<file path="config.mk">
export PLATFORM = sky130hd
export DESIGN_NAME = ibex_data_sram_bridge
export DESIGN_NICKNAME = d
export VERILOG_FILES = /design/src/rtl/ibex_data_sram_pkg.sv /design/src/rtl/ibex_data_sram_decode.sv /design/src/rtl/ibex_data_sram_bridge.sv
export SDC_FILE = /design/constraint.sdc
export NUM_CORES = 1
export LEC_CHECK = 0
export BUFFER_PORTS_ARGS = -buffer_cell sky130_fd_sc_hd__buf_4
export CAP_MARGIN = 20
export CORE_MARGIN = 1.5
export CORE_UTILIZATION = 41
export CTS_CLUSTER_SIZE = 25
export DETAILED_ROUTE_END_ITERATION = 8
export GPL_TIMING_DRIVEN = 0
export PLACE_DENSITY = 0.81
export RECOVER_POWER = 25
export SYNTH_ARGS = -nofsm -noshare
export SYNTH_HDL_FRONTEND = slang
export SYNTH_SLANG_ARGS = --single-unit
export TNS_END_PERCENT = 20
</file>
<file path="constraint.sdc">
create_clock -name clk -period 2 [get_ports clk]
set_clock_uncertainty 0.1 [all_clocks]
set_input_delay 0.3 -clock clk [delete_from_list [all_inputs] [get_ports clk]]
set_output_delay 0.3 -clock clk [all_outputs]
set_load 0.03 [all_outputs]
</file>
<file path="src/rtl/ibex_data_sram_pkg.sv">
// ibex_data_sram_pkg
//   Shared types and constants for the ibex data-side SRAM bridge and its
//   address decoder.
//   Contents:
//     state_e      - bridge FSM states (INIT, READY)
//     SRAM_BYTES   - byte size of the default 256-word macro
//     ERR_RDATA    - read data returned for writes and bus errors
//     sram_bytes() - byte size of a window of a given word depth
package ibex_data_sram_pkg;

    typedef enum logic {
        INIT  = 1'b0,
        READY = 1'b1
    } state_e;

    localparam int unsigned SRAM_BYTES = 4 * 256;

    localparam logic [31:0] ERR_RDATA = 32'h0;

    // 33 bits so that a window covering the full 4 GB space still compares correctly
    function automatic logic [32:0] sram_bytes(input int unsigned depth);
        return 33'(depth) << 2;
    endfunction

endpackage

</file>
<file path="src/rtl/ibex_data_sram_decode.sv">
// ibex_data_sram_decode
//   Combinational address-window decoder. Shared by the data and instruction
//   side bridges.
//   Ports:
//     i_addr  in  32  byte address from the core
//     o_hit   out 1   address lies inside [BASE_ADDR, BASE_ADDR + 4*DEPTH)
//     o_waddr out AW  SRAM word address (byte offset bits dropped)
module ibex_data_sram_decode
    import ibex_data_sram_pkg::*;
#(
    parameter logic [31:0] BASE_ADDR = 32'h0000_0000,
    parameter int unsigned DEPTH     = 256,
    parameter int unsigned AW        = 8
) (
    input  logic [31:0]   i_addr,
    output logic          o_hit,
    output logic [AW-1:0] o_waddr
);

    logic [31:0] w_off;

    // Unsigned subtract: addresses below BASE wrap to a large offset and miss.
    assign w_off   = i_addr - BASE_ADDR;
    assign o_hit   = {1'b0, w_off} < sram_bytes(DEPTH);
    assign o_waddr = w_off[AW+1:2];

endmodule

</file>
<file path="src/rtl/ibex_data_sram_bridge.sv">
// ibex_data_sram_bridge
//   Bridges the ibex data port to a single-port 32-bit SRAM macro with a
//   req/gnt/rvalid handshake, zero wait states and a fixed one-cycle response.
//   After reset the SRAM is zero-filled (INIT_EN=1) before any grant is given.
//   Ports:
//     clk, reset           clock and asynchronous active-high reset
//     data_*               ibex data-side request/response interface
//     sram_*               SRAM macro rw port 0 (active-low csb/web)
//     init_done_o          scrub complete, bridge accepting requests
module ibex_data_sram_bridge
    import ibex_data_sram_pkg::*;
#(
    parameter logic [31:0] BASE_ADDR = 32'h0000_0000,
    parameter int unsigned DEPTH     = SRAM_BYTES / 4,
    parameter int unsigned AW        = 8,
    parameter bit          INIT_EN   = 1'b1
) (
    input  logic          clk,
    input  logic          reset,
    input  logic          data_req_i,
    output logic          data_gnt_o,
    output logic          data_rvalid_o,
    input  logic          data_we_i,
    input  logic [3:0]    data_be_i,
    input  logic [31:0]   data_addr_i,
    input  logic [31:0]   data_wdata_i,
    output logic [31:0]   data_rdata_o,
    output logic          data_err_o,
    output logic          sram_csb_o,
    output logic          sram_web_o,
    output logic [3:0]    sram_wmask_o,
    output logic [AW-1:0] sram_addr_o,
    output logic [31:0]   sram_din_o,
    input  logic [31:0]   sram_dout_i,
    output logic          init_done_o
);

    localparam logic [AW-1:0] LAST_WORD = AW'(DEPTH - 1);

    state_e        r_state;
    logic [AW-1:0] r_cnt;
    logic          r_init_done;
    logic          r_rvalid;
    logic          r_err;
    logic          r_rd_hit;
    logic [31:0]   r_hold;

    logic          w_hit;
    logic [AW-1:0] w_waddr;
    logic          w_fill;
    logic          w_gnt;
    logic [31:0]   w_resp_data;

    ibex_data_sram_decode #(
        .BASE_ADDR (BASE_ADDR),
        .DEPTH     (DEPTH),
        .AW        (AW)
    ) u_decode (
        .i_addr  (data_addr_i),
        .o_hit   (w_hit),
        .o_waddr (w_waddr)
    );

    // The SRAM strobes are qualified with reset so the macro is deselected
    // while reset is held, even though the state register already sits in INIT.
    assign w_fill = !reset && (r_state == INIT);
    assign w_gnt  = !reset && (r_state == READY) && data_req_i;

    always_comb begin
        sram_csb_o   = 1'b1;
        sram_web_o   = 1'b1;
        sram_wmask_o = 4'h0;
        sram_addr_o  = '0;
        sram_din_o   = 32'h0;
        if (w_fill) begin
            sram_csb_o   = 1'b0;
            sram_web_o   = 1'b0;
            sram_wmask_o = 4'hF;
            sram_addr_o  = r_cnt;
        end else if (w_gnt && w_hit) begin
            sram_csb_o   = 1'b0;
            sram_web_o   = ~data_we_i;
            sram_wmask_o = data_be_i;
            sram_addr_o  = w_waddr;
            sram_din_o   = data_wdata_i;
        end
    end

    // SRAM read data is only meaningful the cycle after a hit read.
    assign w_resp_data = r_rd_hit ? sram_dout_i : ERR_RDATA;

    always_ff @(posedge clk or posedge reset) begin
        if (reset) begin
            r_state     <= INIT_EN ? INIT : READY;
            r_cnt       <= '0;
            r_init_done <= !INIT_EN;
            r_rvalid    <= 1'b0;
            r_err       <= 1'b0;
            r_rd_hit    <= 1'b0;
            r_hold      <= 32'h0;
        end else begin
            case (r_state)
                INIT: begin
                    r_cnt <= r_cnt + AW'(1);
                    if (r_cnt == LAST_WORD) begin
                        r_state     <= READY;
                        r_init_done <= 1'b1;
                    end
                end
                READY: begin
                    r_state <= READY;
                end
                default: r_state <= INIT;
            endcase
            r_rvalid <= w_gnt;
            r_err    <= w_gnt && !w_hit;
            r_rd_hit <= w_gnt && w_hit && !data_we_i;
            if (r_rvalid) begin
                r_hold <= w_resp_data;
            end
        end
    end

    assign data_gnt_o    = w_gnt;
    assign data_rvalid_o = r_rvalid;
    assign data_err_o    = r_err;
    assign data_rdata_o  = r_rvalid ? w_resp_data : r_hold;
    assign init_done_o   = r_init_done;

endmodule
</file>
======== Word-level counts from Yosys, hierarchy flattened ========
Cells that the tools add are included.
word-level totals
  logic and storage cells ................. 36
  register bits after elaboration ......... 45
  output and inout port bits .............. 82
operators by class
  $add $sub $neg .......................... 1
  $lt $le $gt $ge ......................... 1
  equal/unequal tests ..................... 1
  reduce and logical (&&, ||, !) cells .... 10
  mux-type cells .......................... 14
  bitwise logic cells ..................... 2
operator list
  cell                    count
  $mux W32                4
  $lt A32 B11 Y1 const B  1
  $mux W8                 2
  $add A8 B1 Y8 const B   1
  $eq A8 B8 Y1 const B    1
  $mux W4                 2
  $logic_and A1 B1 Y1     6
  $mux W1                 5
  $logic_not A1 Y1        3
  $not A1 Y1              2
  $pmux W1 S2             1
  $reduce_and A2 Y1       1

======== Logic depth before layout (Yosys ltp) ========
  word-level depth ........................ 6
  depth in mapped cells ................... 6
  depth with buffers taken out ............ 4

======== By module ========
A second synthesis with hierarchy kept.
second synthesis, totals
  cells, all modules ...................... 247
  area, all modules ....................... 2255.9 µm²
by module, submodules not included
  module                 times used  cells each  sequential area each (µm²)  area each (µm²)
  ibex_data_sram_bridge  1           232         1126.1                      2144.6
  ibex_data_sram_decode  1           15          0.0                         111.4

======== Worst setup path after synthesis ========
No wires, ideal clock.
  kind .................................... flip-flop to output port
  start point ............................. reg r_state
  end point ............................... out sram_addr_o[2]
  setup slack ............................. -241 ps
  cell stages (with the launch flop) ...... 7
  arrival ................................. 1841 ps
  path through ............................ dfrtp_1 > buf_2 > and3b_1 > buf_2 > buf_4 > nand3_1 > o31ai_1
on the way
  word-level cells in the longest chain between the ends .. 5
  elaborated cells on any way between the ends .. 7
ends and longest elaborated chain
  element                            RTL line                     source
  from (decl)                        ibex_data_sram_bridge.sv:40  state_e r_state;
  from (signal assigned)             ibex_data_sram_bridge.sv:94  r_state <= INIT_EN ? INIT : READY;
  $logic_and A1 B1 Y1 (2 in series)  ibex_data_sram_bridge.sv:67  assign w_gnt = !reset && (r_state == READY) && data_req_i;
  via data_gnt_o                     ibex_data_sram_bridge.sv:21  output logic data_gnt_o,
  $logic_and A1 B1 Y1                ibex_data_sram_bridge.sv:80  end else if (w_gnt && w_hit) begin
  $mux W8                            ibex_data_sram_bridge.sv:80
  $mux W8                            ibex_data_sram_bridge.sv:75  if (w_fill) begin
  to (decl)                          ibex_data_sram_bridge.sv:32  output logic [AW-1:0] sram_addr_o,
The timed path passes the listed nets, and every way through them passes these cells.

======== Final worst setup path ========
  start point ............................. reg r_state
  end point ............................... out sram_addr_o[5]
on the way
  word-level cells in the longest chain between the ends .. 5
  elaborated cells on any way between the ends .. 7
ends and longest elaborated chain
  element                            RTL line
  $logic_and A1 B1 Y1 (2 in series)  ibex_data_sram_bridge.sv:67
  $logic_and A1 B1 Y1                ibex_data_sram_bridge.sv:80
  $mux W8                            ibex_data_sram_bridge.sv:80
  $mux W8 *                          ibex_data_sram_bridge.sv:75
Mark *: on every way between the ends. The rest lies on a longest branch, timed or not.

==> results.cfg <==
[global_route]
grt.total_usage = 0.237
globalRoute.totalOverflow = 0
first_global_vias = 2736
grt_pass1_wl_um = 12300
grt_max_degree = 26
antenna_violations_before_repair = 0

[final_layout]
final_cell_area_mm2 = 0.00430
mostFrequentLayoutCell = buf_4
final_cell_mix = buf_4, nand2_1, dfrtp_1, inv_1, nor3_2
postLayoutCoreUtil = 0.717
post_route_cells_drive_above_1_share = 0.516
seq_area_mm2 = 0.00113
antenna-diode-count = 0
fin_nets = 604
multi_input_comb_area_mm2 = 0.00124
flow.area_growth_from_synthesis_pct = 66.0
fillerInstances = 479

[die]
initial_utilization = 0.432
die_height_um = 82.4
die_x_um = 82.4
io_pins = 186
die_footprint_mm2 = 0.00680
rows = 28
placeableCoreArea_mm2 = 0.00599

[route]
vias_per_cell = 4.94
vias = 2840
detail-route-antenna-nets = 0
drt-initial-drc-count = 72
routed_wire_length_per_instance_um = 14.7
detail_route.drc_violations = 0
finalWirelength_um = 8450
drt_first_pass_iters = 4

[critical_path]
cp_data_arrival_time_ns = 1.74
worstPathRequired_ns = 1.60
critical_path.max_fanout = 6
start_kind = flop
element_type_at_the_critical_path_end = output pin
worst_setup_path_type = flop to output pin

[power]
internal-power_uw = 1320
power.share.switching = 0.242
clockPowerShare = 0.319
combinational_fraction_of_design_power = 0.158
power.switching_uw = 420
power_density_mw_per_mm2 = 405
vdd.ir_drop.worst_uv = 287
power.share.sequential = 0.523
p_leak_uw = 0.00205

[clock_network]
number_of_levels_in_the_clock_h_tree = 2
insertion_delay_ns = 0.29
tritoncts.num_buffers = 5
max-clock-path-buffers = 2
worst_setup_hold_path_clk_slew_ns = 0.09
clock_sink_count = 45
tritoncts = done
clock-root-buffer = clkbuf_8

[timing]
layout_worst_path_cycle_share = 1.07
timing.max_slew.rel_slack = 0.460
finalHoldViolations = 0
slew_viol_final = 0
period_minus_slack_ns = 2.14
finalSetupViolCount = 56
tightest_slew_ns = 0.809
setup-tns-final_ns = -4.20
rsz0062_at_grt = true
final.setup.worst_slack_ns = -0.137
fmax_ghz = 0.468

[yosys]
number_of_warnings_reported_in_the_yosys_synthesis_log = 0
synth-main-ff-cell = dfrtp_1
netlist_instances = 303
post_synth.cell_area_avg_um2 = 8.54
synth_sequential_area_ratio = 0.435
synth_edf_count = 0
synth.distinct_cells = 32
syn-cell-area_mm2 = 0.00259
synth_async_sr_flop_share = 1.00
seq_cells_post_synth = 45
syn_nets = 408

[placement]
pre_cts_ws_ns = -0.153
post_dp_cell_area_mm2 = 0.00409
port_buffers = 183
dpl.hpwl_um = 6830
gp_congestion = 0.848

[run_status]
failed_checks = negative setup slack
status = complete, but fails checks

[worst_hold_path]
holdCritPathClass = primary input to flop

[flow_run]
max_cap_viol_count = 0
-- path summary, 6_finish.rpt --
path / start / end / slack (ns) / depth (start not counted)
min reg2reg: init_done_o$_DFFE_PP0P_ / init_done_o$_DFFE_PP0P_ / 0.38 / 1
max reg2reg: data_rvalid_o$_DFF_PP0_ / r_hold[21]$_DFF_PP0_ / 0.59 / 3
max in group asynchronous: reset / data_rvalid_o$_DFF_PP0_ / 0.55 / 4
max: r_state$_DFF_PP0_ / sram_addr_o[5] / -0.14 / 7
min: data_we_i / r_rd_hit$_DFF_PP0_ / 0.07 / 2
min in group asynchronous: reset / r_cnt[0]$_DFFE_PP0N_ / 0.64 / 3
-- stage by stage --
step	hold slack, ns	instances	power [uW]
after floorplan	0.263	303	1010
after global placement	0.362	561	1190
after detailed placement	0.250	562	1200
after CTS	0.0654	575	1750
after global routing	0.0726	575	1820
final	0.0717	575	1740
-- power by group through the flow --
stage               clock network [uW]  registers (uW)  logic, uW
detailed placement                   0             927        271
floorplan                            0             927       81.4
global route                       614             909        297
global placement                     0             927        263
finish                             555             909        274
CTS                                568             909        277
-- cell type report --
class / instances / area share
Tap cell: 75 / 0.0218
Timing Repair Buffer: 191 / 0.336
Inverter: 35 / 0.0306
Multi-Input combinational cell: 200 / 0.289
Buffer: 21 / 0.0396
Clock buffer: 5 / 0.0160
Sequential cell: 45 / 0.262
Clock inverter: 3 / 0.00495
-- registers in the layout, indices dropped and copies added (netlist names) --
name	flops
data_err_o	1
data_rvalid_o	1
init_done_o	1
r_cnt	8
r_hold	32
r_rd_hit	1
r_state	1
-- Yosys cell counts (2+ instances only) --
cell type  instances  share of area
nand4_1            5          0.012
buf_6              3          0.013
o21a_1             2         0.0058
buf_2              6          0.012
inv_1             35          0.051
nor2_1             4         0.0058
nand2_1           74           0.11
o21ai_0           36          0.070
nor3_1             4         0.0077
xnor2_1            6          0.020
dfrtp_1           45           0.44
nand4b_1           2         0.0068
nor3_2            30           0.12
nor4_1             3         0.0073
o31ai_1            8          0.023
buf_4              3         0.0087
nand3_1           10          0.019
nor4_4             2          0.016
o21bai_1           2         0.0058
clkbuf_1          11          0.016
-- what timing repair did --
item                                   in CTS  in global routing
endpoints found under the hold margin      20                  0
hold buffers                                1                  0
setup endpoints to repair                  76                 76
gates cloned                                1                  0
pin swaps                                   2                  1
setup buffers                               5                  0
resized for setup                          31                 32
-- metal layers --
| metal | track usage | share of wire | vias up |
|---|---|---|---|
| li1 | - | - | 1392 |
| met1 | 0.250 | 0.36 | 1297 |
| met2 | 0.449 | 0.53 | 135 |
| met3 | 0.0582 | 0.086 | 16 |
| met4 | 0.0881 | 0.025 | 0 |
| met5 | 0 | 0 | - |
-- worst max-delay path, cell delays in order, from the launching register on --
cell and delay, ns:
dfrtp_1 0.35, buf_6 0.11, and3b_1 0.17, buf_6 0.13
buf_6 0.11, nand3_2 0.07, o31ai_2 0.28, buf_4 0.22
-- logic make-up after synthesis --
kind of cell	after synthesis	share of synthesized area
AND/OR/NAND/NOR	142	0.324
buffers and inverters	58	0.100
AO/OA/AOI/OAI	49	0.108
flip-flops	45	0.435
XOR/XNOR	7	0.0237
multiplexers	1	0.00435
adder cells (fa/ha/maj)	1	0.00483
No activity file was read; power rests on OpenSTA's default activity.
